--- src/rtl/board_lock_clear_pkg.sv ---
// board_lock_clear_pkg
//   Shared constants for the 12x12 board lock/clear datapath.
//   Cell index = COLS*row + col; row 0 is the top row.
//   Exports board geometry, the row-pointer width and the FSM state codes.
package board_lock_clear_pkg;

  localparam int COLS  = 12;
  localparam int ROWS  = 12;
  localparam int CELLS = ROWS * COLS;
  localparam int ROW_W = 4;

  localparam logic [ROW_W-1:0] LAST_ROW = ROW_W'(ROWS - 1);

  // FSM encodings
  localparam logic [1:0] ST_IDLE = 2'd0;
  localparam logic [1:0] ST_SCAN = 2'd1;
  localparam logic [1:0] ST_DONE = 2'd2;

endpackage

--- src/rtl/board_row_shift.sv ---
// board_row_shift
//   Combinational helper for the clear sweep: reports whether the selected
//   row is full and produces the board with that row removed (rows above it
//   move down by one, the top row becomes empty).
//   Ports:
//     board_i     in  CELLS  current board
//     row_i       in  ROW_W  row under test
//     row_full_o  out 1      all cells of row_i are set
//     shifted_o   out CELLS  board with row_i removed
module board_row_shift
  import board_lock_clear_pkg::*;
(
  input  logic [CELLS-1:0] board_i,
  input  logic [ROW_W-1:0] row_i,
  output logic             row_full_o,
  output logic [CELLS-1:0] shifted_o
);

  // One flag per possible pointer value; codes beyond the board read as not full.
  logic [(2**ROW_W)-1:0] row_all;

  assign row_all[(2**ROW_W)-1:ROWS] = '0;

  for (genvar gi = 0; gi < ROWS; gi++) begin : g_row
    assign row_all[gi] = &board_i[gi*COLS +: COLS];

    if (gi == 0) begin : g_top
      // The top row is always at or above the removed row, so it empties.
      assign shifted_o[0 +: COLS] = '0;
    end else begin : g_body
      // Rows below the removed one stay put; the rest take the row above.
      assign shifted_o[gi*COLS +: COLS] = (ROW_W'(gi) > row_i) ?
                                          board_i[gi*COLS +: COLS] :
                                          board_i[(gi-1)*COLS +: COLS];
    end
  end

  assign row_full_o = row_all[row_i];

endmodule

--- src/rtl/board_lock_clear.sv ---
// board_lock_clear
//   Merges a landed piece into the background board, then sweeps rows from
//   the bottom up, removing full rows one per cycle.
//   Ports:
//     clk            in   1      rising-edge clock
//     reset          in   1      asynchronous active-high reset
//     lock_req       in   1      piece landed; accepted only when idle
//     currentSqs     in   CELLS  piece occupancy, sampled on accept
//     board_clr      in   1      synchronous new-game clear, highest priority
//     backGround     out  CELLS  registered board
//     busy           out  1      merge/sweep in progress
//     done           out  1      one-cycle completion pulse
//     lines_cleared  out  4      rows removed by the last lock
//     lines_total    out  CNT_W  saturating count of removed rows
//     game_over      out  1      sticky: top row occupied after a lock
module board_lock_clear
  import board_lock_clear_pkg::*;
#(
  parameter int CNT_W = 16
) (
  input  logic             clk,
  input  logic             reset,
  input  logic             lock_req,
  input  logic [CELLS-1:0] currentSqs,
  input  logic             board_clr,
  output logic [CELLS-1:0] backGround,
  output logic             busy,
  output logic             done,
  output logic [3:0]       lines_cleared,
  output logic [CNT_W-1:0] lines_total,
  output logic             game_over
);

  logic [1:0]       state_q, state_d;
  logic [ROW_W-1:0] row_q, row_d;
  logic [CELLS-1:0] board_q, board_d;
  logic [3:0]       lines_cleared_q, lines_cleared_d;
  logic [CNT_W-1:0] lines_total_q, lines_total_d;
  logic             game_over_q, game_over_d;

  logic             row_full;
  logic [CELLS-1:0] board_shifted;

  board_row_shift u_row_shift (
    .board_i    (board_q),
    .row_i      (row_q),
    .row_full_o (row_full),
    .shifted_o  (board_shifted)
  );

  always_comb begin
    state_d         = state_q;
    row_d           = row_q;
    board_d         = board_q;
    lines_cleared_d = lines_cleared_q;
    lines_total_d   = lines_total_q;
    game_over_d     = game_over_q;

    if (board_clr) begin
      state_d         = ST_IDLE;
      row_d           = LAST_ROW;
      board_d         = '0;
      lines_cleared_d = '0;
      lines_total_d   = '0;
      game_over_d     = 1'b0;
    end else begin
      case (state_q)
        ST_IDLE: begin
          if (lock_req) begin
            board_d         = board_q | currentSqs;
            lines_cleared_d = '0;
            row_d           = LAST_ROW;
            state_d         = ST_SCAN;
          end
        end
        ST_SCAN: begin
          if (row_full) begin
            // Stay on the same row: the row that dropped into it may be full too.
            board_d         = board_shifted;
            lines_cleared_d = lines_cleared_q + 4'd1;
            if (lines_total_q != '1) begin
              lines_total_d = lines_total_q + {{(CNT_W-1){1'b0}}, 1'b1};
            end
          end else if (row_q != '0) begin
            row_d = row_q - {{(ROW_W-1){1'b0}}, 1'b1};
          end else begin
            state_d = ST_DONE;
          end
        end
        ST_DONE: begin
          if (board_q[COLS-1:0] != '0) begin
            game_over_d = 1'b1;
          end
          state_d = ST_IDLE;
        end
        default: state_d = ST_IDLE;
      endcase
    end
  end

  always_ff @(posedge clk or posedge reset) begin
    if (reset) begin
      state_q         <= ST_IDLE;
      row_q           <= LAST_ROW;
      board_q         <= '0;
      lines_cleared_q <= '0;
      lines_total_q   <= '0;
      game_over_q     <= 1'b0;
    end else begin
      state_q         <= state_d;
      row_q           <= row_d;
      board_q         <= board_d;
      lines_cleared_q <= lines_cleared_d;
      lines_total_q   <= lines_total_d;
      game_over_q     <= game_over_d;
    end
  end

  assign backGround    = board_q;
  assign busy          = (state_q != ST_IDLE);
  assign done          = (state_q == ST_DONE);
  assign lines_cleared = lines_cleared_q;
  assign lines_total   = lines_total_q;
  assign game_over     = game_over_q;

endmodule

--- config.mk ---
export PLATFORM = sky130hd
export DESIGN_NAME = board_lock_clear
export DESIGN_NICKNAME = d
export VERILOG_FILES = /design/src/rtl/board_lock_clear_pkg.sv /design/src/rtl/board_row_shift.sv /design/src/rtl/board_lock_clear.sv
export SDC_FILE = /design/constraint.sdc
export NUM_CORES = 1
export LEC_CHECK = 0
export ABC_AREA = 1
export CAP_MARGIN = 15
export CORE_ASPECT_RATIO = 0.7
export CORE_UTILIZATION = 45
export CTS_CLUSTER_DIAMETER = 80
export DETAILED_ROUTE_END_ITERATION = 6
export GPL_TIMING_DRIVEN = 0
export HOLD_SLACK_MARGIN = 0.1
export PLACE_DENSITY = 0.78
export SETUP_SLACK_MARGIN = 0.02
export SYNTH_ARGS = -nofsm -noshare
export SYNTH_HDL_FRONTEND = slang
export SYNTH_HIERARCHICAL = 1
export SYNTH_SLANG_ARGS = --single-unit
--- constraint.sdc ---
create_clock -name clk -period 5.15 [get_ports clk]
set_input_delay 0.7725 -clock clk [delete_from_list [all_inputs] [get_ports clk]]
set_output_delay 0.7725 -clock clk [all_outputs]
set_load 0.01 [all_outputs]
Word-level counts from Yosys, hierarchy flattened
Index checks and enable logic that the tools add are counted.
- flip-flop bits (word level): 171
- bits of input ports: 148
- output and inout bits: 167
- logic and storage cells: 128
- add/subtract/negate cells: 3
- $lt $le $gt $ge: 12
- equality and inequality tests: 19
- multiplexer cells: 38
- bitwise gates (word level): 1
- reductions and logical operators: 38
- operators with widths (cell ; number):
    $mux 144 ; 3
    $pmux 144 s2 ; 1
    $or 144x144->144 ; 1
    $reduce_and 12->1 ; 12
    $mux 12 ; 11
    $mux 16 ; 4
    $ne 3x3->1 const B ; 16
    $reduce_and 4->1 ; 12
    $mux 4 ; 7
    $add 16x1->16 const B ; 1
    $gt 3x4->1 const A ; 4
    $gt 4x4->1 const A ; 4
    $ne 16x16->1 const B ; 1
    $pmux 4 s2 ; 2
    $reduce_bool 12->1 ; 1
    $reduce_bool 2->1 ; 6
    $reduce_and 3->1 ; 3
    $gt 2x4->1 const A ; 2
    $mux 2 ; 4
    $lt 4x5->1 const B ; 1
    $add 4x1->4 const B ; 1
    $bmux 1 s4 ; 1
    $gt 1x4->1 const A ; 1
    $mux 1 ; 4
    8 further kinds ; 8

Depth between registers and ports, before layout
Gate-level depths: netlist of the first run.
- depth in word-level cells: 6
- depth in mapped cells: 17
- depth with buffers taken out: 16

By module
Netlist of the first run, hierarchy kept.
- by module, submodules not included (module ; times used ; cells an instance ; area an instance (um^2) ; sequential area each (um^2)):
    board_lock_clear ; 1 ; 1321 ; 9334.0 ; 4282.9
    board_row_shift ; 1 ; 513 ; 2477.4 ; 0.0

Worst setup path before layout of the first run
OpenSTA, ideal clock, no wires.
- path kind: reg-to-reg
- from: register row_q[1]
- to: register lines_total_q[4] (netlist: lines_total[4])
- library setup time: 118 ps
- arrival: 1853 ps
- required time: 5032 ps
- slack: 3178 ps
- stages on the path, launching flop included: 15
- buffers on the path: 1
- clock period less this slack: 1972 ps
- cells stage by stage: dfstp_2 nand2_2 nor2_1 nand3_1 nor2_1 nor2_1 nand2_1 nand2_1 nand3_1 inv_1 nor2_4 nand2_4 buf_12 nand3_1 nand2_1
- word-level cells in the longest chain between the ends: 4
- ends and longest elaborated chain (element ; RTL line ; text):
    from (decl) ; board_lock_clear.sv:35 ; logic [ROW_W-1:0] row_q, row_d;
    from (signal assigned) ; board_lock_clear.sv:111 ; row_q <= row_d;
    $bmux 1 s4 ; board_row_shift.sv:38 ; assign row_full_o = row_all[row_i];
    $mux 1 (implied by the code) ; board_row_shift.sv:38 ;
    via row_full ; board_lock_clear.sv:41 ; logic row_full;
    $reduce_bool 2->1 (no line) ; -- ;
    $reduce_and 3->1 (no line) ; -- ;
    to (signal assigned) ; board_lock_clear.sv:114 ; lines_total_q <= lines_total_d;
    to (decl) ; board_lock_clear.sv:38 ; logic [CNT_W-1:0] lines_total_q, lines_total_d;
The timed path passes the listed nets, and every way through them passes these cells. The select of a mux whose other input is x is not followed.
A chain may end at the register's enable or synchronous reset.

Worst setup path after layout of the first run
- from: register row_q[0]
- to: register lines_total_q[14] (netlist: lines_total[14])
Same word-level chain as after synthesis.

==> flow_summary_export.csv, run 1 <==
group,metric,value,unit
clocking,postCtsSetupRepairBufs,0,
logic_synthesis,yosysMostFrequentCell,"nand2_1",
logic_synthesis,async_flop_share,100,%
global_route,grt_overflow,0,
run_status,status,"finished, violations left",
worst_setup_path,critPathMaxFanout,9,
pwr,peakVddDrop,0.000236,V
timing,grt_setup_unrepaired,"false",
global_route,grt_pass1_wl,65.7,mm
worst_setup_path,r2r_end,"lines_total[14]",
drt,via_per_inst,5.26,
floorplan,die_w,196,um
pwr,pwr-share-seq,35.7,%
final_layout,nNetsFinal,2334,
min_path,whs_endpoint,"row_q[3]",
logic_synthesis,netlist_instances,1834,
logic_synthesis,yosysWarnings,6,
min_path,hold_class,"flop to flop",
logic_synthesis,synth_common_cells,"nand2_1 (864), o21ai_0 (227), nor2_1 (211)",
run_status,violations,"design-rule violations",
worst_setup_path,r2r_cells,14,
worst_setup_path,arrival,3050,ps
final_layout,layoutNonFillerInstCount,2526,
global_route,grt_pass1_vias,12000,
placement,placedCellCount,2494,
placement,gp_congestion,0.921,
clocking,cts_tree,"built",
pwr,power.share.switching,44.2,%
drt,first_iter_violations,1431,
pwr,power_density,442,nW/um2
timing,hold_slack,526,ps
worst_setup_path,critPathCaptureType,"flop",
final_layout,antennaDiodeCount,0,
drt,vias,13300,
logic_synthesis,avgSynthCellArea,6.44,um2
min_path,hold_path_depth,2,
final_layout,fill_cells,2356,
worst_setup_path,critPathRequiredTime,5530,ps
global_route,track_usage,31.5,%
clocking,cts_hold_buf,0,
clocking,htree_levels,4,
floorplan,coreArea,25700,um2
drt,dr.pass1.iters,7,
final_layout,synthToLayoutAreaGrowth,35.9,%
floorplan,start_util,45.9,%
timing,fin_worst_skew,11.3,ps
logic_synthesis,ys_seq_area_share,36.3,%
clocking,clock-root-buffer,"clkbuf_16",
worst_setup_path,r2r_slack,2480,ps
logic_synthesis,synth_top_cell_by_area,"dfrtp_1",
clocking,cts_buffers,17,
floorplan,ioPinCount,315,
logic_synthesis,synth_area_leaders,"dfrtp_1 (36%), nand2_1 (27%), o21ai_0 (9.6%)",
floorplan,die_area,26900,um2
pwr,intPower,3.96,mW
final_layout,final_layout_size_suffix_gt1_share,8.61,%
flow_run,max_cap_violations,0,
worst_setup_path,critPathKind,"flop to flop",
drt,ant_nets,0,
timing,period_minus_slack,2670,ps
global_route,antenna_found_initial,1,
logic_synthesis,synth_top_flop_cell,"dfrtp_1",
global_route,grt_max_degree,38,
logic_synthesis,syn_area,11800,um2
logic_synthesis,synth_edf_count,0,
logic_synthesis,ys_types,39,
floorplan,rows,49,
pwr,p_clk_share,17.7,%
timing,final-hold-violation-count,0,
floorplan,die_height,138,um
final_layout,fin_util,62.3,%
clocking,cts_buffer_depth,2,
clocking,cts_resized,0,
timing,setup_tns,0,ps
timing,setup_viol_count_final,0,
placement,dpl.hpwl,31.3,mm
placement,port_buffers,314,
drt,wl_per_cell,16.7,um
pwr,p_switching,3.14,mW
timing,max_slew_margin,45.1,%
timing,slew_violations,0,
drt,totalWireLength,42.1,mm
clocking,clk_pin_slew,70,ps
worst_setup_path,r2r-start,"row_q[0]",
clocking,insertion_delay,450,ps
drt,drc,2,
worst_setup_path,critPathLaunchType,"flop",
timing,period_share,51.7,%
logic_synthesis,netlist.area_leader.share,35.6,%
pwr,leakage,7.67,nW
clocking,cts.sinks,171,
logic_synthesis,synth-seq-cells,171,
timing,worstMarginPinSlew,822,ps
timing,fmax,375,MHz
min_path,worstHoldStart,"row_q[3]",
pwr,combinationalPowerShare,46.6,%
==> routing by layer <==
metal	vias to the layer above	global-route usage [%]	wire, um
met4	0	8.14	776
met3	68	4.75	3690
met2	663	47.1	18100
met1	6151	47.2	19500
met5	-	0	0
li1	6410	-	-
==> cell type report <==
type / instances / area, um2 / share of cell area, %
Clock inverter: 14 / 124 / 0.772
Tap cell: 331 / 414 / 2.58
Inverter: 108 / 412 / 2.57
Buffer: 99 / 729 / 4.55
Multi-Input combinational cell: 1467 / 6430 / 40.1
Sequential cell: 171 / 4280 / 26.7
Timing Repair Buffer: 318 / 3220 / 20.1
Clock buffer: 18 / 429 / 2.67
==> logic make-up after synthesis <==
logic type               after synthesis  synth area share (%)
AO/OA/AOI/OAI                        247                  10.7
XOR/XNOR                               7                 0.519
adder cells (fa/ha/maj)                4                 0.424
buffers and inverters                207                  9.63
flip-flops                           171                  36.3
multiplexers                          34                  3.56
other                                  1                0.0317
AND/OR/NAND/NOR                     1163                  38.9
==> power groups by stage <==
| stage | Sequential [mW] | Combinational, mW | Clock (mW) |
|---|---|---|---|
| 2_1_floorplan | 2.42 | 1.67 | 0 |
| 3_3_place_gp | 2.52 | 3.21 | 0 |
| 3_5_place_dp | 2.52 | 3.27 | 0 |
| 4_1_cts | 2.51 | 3.29 | 1.27 |
| 5_1_grt | 2.59 | 3.63 | 1.32 |
| 6_report | 2.53 | 3.31 | 1.26 |
==> worst max-delay path by stage <==
stage,startpoint,endpoint,slack (ps),cells past startpoint
2_1_floorplan,reset,backGround[0],2200,1
3_5_place_dp,board_clr,backGround[29],2310,9
4_1_cts,row_q[0],row_q[3],2420,14
5_1_grt,row_q[0],row_q[3],2240,14
6_report,row_q[0],lines_total[14],2480,14
3_3_place_gp,reset,backGround[112],630,2
==> worst max-delay path, stage by stage (launching register included) <==
cell and delay [ps]:
dfstp_2 700, nand2_2 180, nor2_1 150, nand2_1 70
nand2_1 70, nand2_1 70, nand2_1 80, inv_1 60
nand3_1 230, inv_1 150, nor2_2 240, inv_1 160
nor2_4 270, nand3_1 100, nand2_1 80
==> state kept, by name, indices dropped and copies added (netlist names) <==
register,cells
game_over,1
backGround,144
lines_total,16
state_q,2
row_q,4
lines_cleared,4
==> metrics by stage <==
stage / worst slack [ps] / cell area (um2) / total power [mW]
after floorplan: 2200 / 11900 / 4.09
final: 2480 / 16000 / 7.10
after detailed placement: 2310 / 15500 / 5.79
after global routing: 2240 / 16000 / 7.55
after global placement: 628 / 15400 / 5.73
after CTS: 2420 / 16000 / 7.07
==> placed cells by master, fill, tap and decap left out, types with 2 or more instances in the layout <==
master,synthesis,routed
nand2_1,864,864
clkdlybuf4s50_1,0,314
o21ai_0,227,227
nor2_1,211,211
dfrtp_1,168,168
inv_1,99,98
nand3_1,44,44
buf_2,28,28
buf_6,27,27
buf_4,24,24
mux2_2,23,23
clkbuf_1,17,18
clkbuf_16,0,17
a21oi_1,15,15
nand4_1,15,15
conb_1,1,12
mux2_4,10,10
inv_2,8,8
nor2_4,6,6
xor2_1,6,6
nor3_1,6,6
nand2_2,5,5
clkinvlp_4,0,5
buf_12,1,5
nor2_2,4,4
ha_1,4,4
clkinv_2,0,4
o21ai_2,3,3
clkinv_4,0,3
dfstp_2,3,3
nand2_4,2,2
inv_6,0,2
Power figures use the tool's default switching activity.
==> run 2, diff against run 1 <==
- clock period: 5.15 -> 2.3 ns (I/O delays scaled with it)
==> run 2 against run 1 <==
Highest routed layer unchanged. Die area is the same. Largest power group unchanged. The flow finishes with violations (negative setup slack). Total power increased by 130%. Clock skew shrank 0.92 ps. Cell area up 3.8%. Critical endpoint is now backGround[79].
==> flow_summary_export.csv, run 2 (synthesis gave the netlist of run 1 again) <==
group,metric,value,unit
final_layout,final_cell_mix,"nand2_1 (811), clkdlybuf4s50_1 (314), o21ai_0 (224)",
placement,postPlaceCellArea,15500,um2
worst_setup_path,critPathMaxFanout,10,
min_path,hold_class,"input port to asynchronous set/reset pin",
global_route,grt_max_degree,38,
timing,worstMarginPinSlew,819,ps
worst_setup_path,critPathKind,"flop to flop",
clocking,cts.sinks,171,
placement,port_buffers,314,
clocking,cts_buffer_depth,2,
drt,wl_per_cell,17.0,um
global_route,met3_usage,4.85,%
drt,vias,13500,
final_layout,antennaDiodeCount,0,
clocking,clock-root-buffer,"clkbuf_16",
run_status,status,"finished, violations left",
timing,hold_slack,391,ps
pwr,pwr-share-seq,34.6,%
drt,first_iter_violations,1441,
global_route,antenna_found_initial,1,
global_route,grt_pass1_wl,66.0,mm
clocking,insertion_delay,450,ps
final_layout,final_common_cell,"nand2_1",
pwr,combinationalPowerShare,48.3,%
timing,period_minus_slack,2340,ps
timing,setup_slack,-40.8,ps
final_layout,nNetsFinal,2356,
pwr,leakage,7.96,nW
run_status,violations,"negative setup slack",
worst_setup_path,r2r_slack,-40,ps
placement,gp_congestion,0.921,
clocking,htree_levels,4,
timing,period_share,102,%
final_layout,largest_reg_flops,144,
clocking,cts_tree,"built",
drt,via_per_inst,5.31,
clocking,cts_buffers,17,
worst_setup_path,endpoint,"backGround[79]",
timing,setup_viol_count_final,111,
timing,slew_violations,0,
drt,totalWireLength,43.3,mm
timing,final-hold-violation-count,0,
floorplan,die_area,26900,um2
worst_setup_path,critPathLaunchType,"flop",
worst_setup_path,startpoint,"row_q[0]",
pwr,peakVddDrop,0.000544,V
drt,ant_nets,0,
placement,dpl.hpwl,31.3,mm
pwr,power.share.switching,44.2,%
timing,max_slew_margin,45.3,%
worst_setup_path,r2r_end,"backGround[79]",
global_route,grt_pass1_vias,12000,
global_route,grt_overflow,0,
pwr,intPower,9.26,mW
floorplan,coreArea,25700,um2
clocking,cts_hold_buf,0,
pwr,p_clk_share,17.1,%
pwr,power_density,996,nW/um2
drt,dr.pass1.iters,5,
worst_setup_path,r2r_cells,16,
final_layout,synthToLayoutAreaGrowth,41.0,%
global_route,track_usage,31.6,%
floorplan,start_util,45.9,%
final_layout,final_layout_size_suffix_gt1_share,12.4,%
timing,setup_tns,-1930,ps
floorplan,die_w,196,um
floorplan,rows,49,
timing,grt_setup_unrepaired,"true",
floorplan,die_height,138,um
pwr,p_switching,7.34,mW
global_route,grt_util_met2,47.4,%
flow_run,max_cap_violations,0,
worst_setup_path,r2r-start,"row_q[0]",
timing,fin_worst_skew,10.4,ps
worst_setup_path,critPathCaptureType,"flop",
global_route,use_met1,47.3,%
worst_setup_path,arrival,2680,ps
timing,fmax,427,MHz
clocking,clk_pin_slew,70,ps
final_layout,fin_area,16700,um2
drt,drc,0,
worst_setup_path,critPathRequiredTime,2640,ps
global_route,grt.busiest_layer,"met2",
floorplan,ioPinCount,315,
run 2: cell count changes in the layout (fill, tap and decap cells not counted), sizes merged:
cell,previous run,this run
nor2,222,223
clkbuf,37,42
clkinv,7,8
buf,84,100
inv,109,108
run 2: how the worst min path moves through the flow:
stage,from,to,depth (start not counted)
2_1_floorplan,board_clr,game_over,1
3_3_place_gp,row_q[3],row_q[3],2
3_5_place_dp,lines_cleared[3],lines_cleared[3],2
4_1_cts,reset,backGround[41],2
5_1_grt,reset,backGround[41],2
6_report,reset,backGround[41],2
run 2: layout make-up:
type	instances	area, um2
Buffer	98	823
Timing Repair Buffer	340	3490
Multi-Input combinational cell	1468	6670
Clock inverter	14	124
Fill cell	2274	9090
Sequential cell	171	4280
Clock buffer	18	429
Tap cell	331	414
Inverter	108	422
run 2: critical path, stage by stage, from the launching register on:
cell       delay (ps)
dfstp_2           650
buf_6             140
nand2_1            60
nor3_2            200
nand2_1           100
nand2_1            80
nand2_2            60
nand2_2            70
inv_2              50
nand3_4            90
nor2_4             50
nor2_4            160
inv_4              90
clkbuf_16         180
buf_6             140
nand2_1            60
nand2_1            50
run 2: what timing repair did:
action,4_1_cts,5_1_grt
endpoints found under the hold margin,0,0
setup buffers,5,12
endpoints found under the setup margin,168,168
resized for setup,25,94
cloned,1,5
pin swaps,3,31
run 2: power by group through the flow:
stage	Sequential, mW	Clock, mW	Combinational [mW]
after global routing	5.86	2.96	8.74
after CTS	5.61	2.85	7.51
final	5.74	2.84	8.02
after floorplan	5.42	0	3.75
after global placement	5.64	0	7.18
after detailed placement	5.65	0	7.32
run 2: layer usage:
metal / up-vias / wire length [um]
met3: 64 / 3840
li1: 6459 / -
met1: 6253 / 19900
met5: - / 0
met4: 0 / 685
met2: 744 / 18800
run 2: stage by stage:
stage	cells	setup slack, ps	util (%)	total power [mW]
floorplan	1845	-225	-	9.17
global placement	2490	-1790	59.9	12.8
detailed placement	2494	-418	60.2	13.0
CTS	2532	6.22	62.8	16.0
global route	2548	-124	64.7	17.6
finish	2548	-40.8	64.7	16.6
==> run 3, diff against run 2 <==
--- a/config.mk
+++ b/config.mk
@@ -9,10 +9,10 @@
 export CAP_MARGIN = 15
 export CORE_ASPECT_RATIO = 0.7
-export CORE_UTILIZATION = 45
+export CORE_UTILIZATION = 40
 export CTS_CLUSTER_DIAMETER = 80
 export DETAILED_ROUTE_END_ITERATION = 6
 export GPL_TIMING_DRIVEN = 0
 export HOLD_SLACK_MARGIN = 0.1
-export PLACE_DENSITY = 0.78
+export PLACE_DENSITY = 0.71
 export SETUP_SLACK_MARGIN = 0.02
 export SYNTH_ARGS = -nofsm -noshare
==> constraint.sdc (replaced) <==
create_clock -name clk -period 2.3 [get_ports clk]
set_input_delay 0.23 -clock clk [delete_from_list [all_inputs] [get_ports clk]]
set_output_delay 0.23 -clock clk [all_outputs]
set_load 0.01 [all_outputs]
==> run 3 against run 2 <==
The run ends with design-rule violations, negative setup slack left. Hold slack got worse by 100 ps. Sequential power rose by 0.9%. Fmax rose by 0.60%. Clock power rose by 2%. Combinational power rose by 3.9%. Clock skew rose by 5.6 ps. First-iteration DRC count fell by 9.9%. Critical path type unchanged. Largest cell class unchanged.
==> flow_summary_export.csv, run 3 (synthesis gave the netlist of run 1 again) <==
group,metric,value,unit
timing,final-hold-violation-count,0,
pwr,power.share.switching,44.1,%
floorplan,die_w,207,um
worst_setup_path,r2r-start,"row_q[0]",
final_layout,largest_reg_flops,144,
timing,period_minus_slack,2330,ps
run_status,violations,"design-rule violations, negative setup slack",
clocking,clock-root-buffer,"clkbuf_16",
clocking,cts_buffer_depth,2,
global_route,grt_pass1_wl,69.1,mm
floorplan,die_height,146,um
final_layout,final_cell_mix,"nand2_1 (781), clkdlybuf4s50_1 (314), o21ai_0 (219)",
final_layout,synthToLayoutAreaGrowth,44.3,%
global_route,grt_pass1_vias,12300,
floorplan,rows,52,
timing,setup_slack,-26.9,ps
global_route,track_usage,29.0,%
pwr,p_clk_share,17.0,%
worst_setup_path,max_stage_delay,620,ps
worst_setup_path,critPathKind,"flop to flop",
timing,fin_worst_skew,16.0,ps
pwr,power_density,998,nW/um2
pwr,peakVddDrop,0.000512,V
placement,port_buffers,314,
drt,wl_per_cell,17.3,um
pwr,combinationalPowerShare,49.0,%
clocking,cts.sinks,171,
pwr,power,17.0,mW
timing,max_slew_margin,43.8,%
clocking,cts_buffers,17,
global_route,grt_overflow,0,
pwr,intPower,9.50,mW
pwr,p_switching,7.50,mW
worst_setup_path,cp_top_family,"simple AND/OR/NAND/NOR gates",
floorplan,start_util,40.8,%
placement,dpl.hpwl,32.7,mm
timing,grt_setup_unrepaired,"true",
timing,worstMarginPinSlew,841,ps
final_layout,layoutNonFillerInstCount,2600,
clocking,insertion_delay,450,ps
clocking,cts_tree,"built",
floorplan,coreArea,29000,um2
worst_setup_path,critical_path_buf_inv_count,4,
worst_setup_path,critPathCaptureType,"flop",
drt,via_per_inst,5.16,
global_route,grt_max_degree,40,
timing,slew_violations,0,
worst_setup_path,critPathLaunchType,"flop",
worst_setup_path,r2r_slack,-30,ps
worst_setup_path,slowest_stage,"dfstp_2",
floorplan,ioPinCount,315,
timing,fmax,430,MHz
worst_setup_path,cpMostUsedCell,"nor2_4",
worst_setup_path,crit_chain,"buf_12, nand2_8, nor2_4, nand3_2, nor2_2, nor2_2, nand2_1, nand2_2, nand3_4, nor2_4, nor2_4, clkinv_4, clkbuf_16, clkbuf_16, nand2_2, nand2_1",
final_layout,final_layout_size_suffix_gt1_share,14.1,%
drt,ant_nets,0,
timing,period_share,101,%
global_route,antenna_found_initial,1,
final_layout,final_common_cell,"nand2_1",
run_status,status,"finished, violations left",
drt,totalWireLength,44.9,mm
min_path,hold_class,"input port to asynchronous set/reset pin",
drt,vias,13400,
final_layout,fin_util,58.9,%
worst_setup_path,r2r_cells,16,
pwr,leakage,8.12,nW
drt,first_iter_violations,1299,
floorplan,die_area,30200,um2
worst_setup_path,r2r_end,"backGround[122]",
final_layout,nNetsFinal,2360,
timing,setup_viol_count_final,29,
flow_run,max_cap_violations,0,
drt,drc,1,
placement,gp_congestion,0.907,
worst_setup_path,critPathRequiredTime,2640,ps
worst_setup_path,critPathMaxFanout,5,
clocking,htree_levels,4,
worst_setup_path,arrival,2660,ps
clocking,clk_pin_slew,70,ps
pwr,pwr-share-seq,34.0,%
placement,placedCellCount,2541,
drt,dr.pass1.iters,7,
clocking,cts_hold_buf,0,
[run 3: repair_timing]
item | in CTS | in global routing
cloned | 2 | 8
pin swaps | 11 | 46
hold endpoints to repair | 0 | 0
endpoints found under the setup margin | 169 | 165
resized for setup | 39 | 143
buffers inserted | 9 | 8
[run 3: metal layers]
layer  vias up  routed length [um]  track usage (%)
li1       6478                   -                -
met1      6249               20700             43.2
met2       635               19500             42.2
met3        47                4030             6.34
met4         0                 605             7.05
met5         -                   0                0
[run 3: power groups by stage]
| stage | Clock (mW) | Sequential (mW) | Combinational (mW) |
|---|---|---|---|
| floorplan | 0 | 5.42 | 3.75 |
| global placement | 0 | 5.68 | 7.22 |
| detailed placement | 0 | 5.69 | 7.34 |
| CTS | 2.91 | 5.64 | 7.70 |
| global route | 3.05 | 5.92 | 9.06 |
| finish | 2.89 | 5.79 | 8.33 |
[run 3: worst max path at each step]
stage / from / to / slack [ps] / cells past startpoint
6_report: row_q[0] / backGround[122] / -30 / 16
5_1_grt: row_q[0] / backGround[61] / -140 / 16
4_1_cts: row_q[0] / backGround[45] / 10 / 16
3_5_place_dp: row_q[0] / backGround[60] / -410 / 16
3_3_place_gp: reset / backGround[117] / -1690 / 2
2_1_floorplan: reset / backGround[0] / -110 / 1
[run 3: through the flow]
step / cell area (um2) / setup slack [ps] / hold slack [ps] / setup TNS [ps]
CTS: 16400 / 11.8 / 312 / 0
global route: 17000 / -144 / 367 / -16710
global placement: 15500 / -1690 / 497 / -339810
finish: 17000 / -26.9 / 291 / -300
detailed placement: 15600 / -415 / 515 / -60910
floorplan: 11900 / -110 / 293 / -18520
[run 3: cell type report]
class                   instances  area [um2]
plain buffers                  98         880
flip-flops and latches        171        4280
multi-input cells            1468        6800
well taps                     378         473
fillers                      2720       11900
inverters                     108         427
clock inverters                12         113
clock buffers                  20         457
repair buffers                344        3610
diodes                          1        2.50
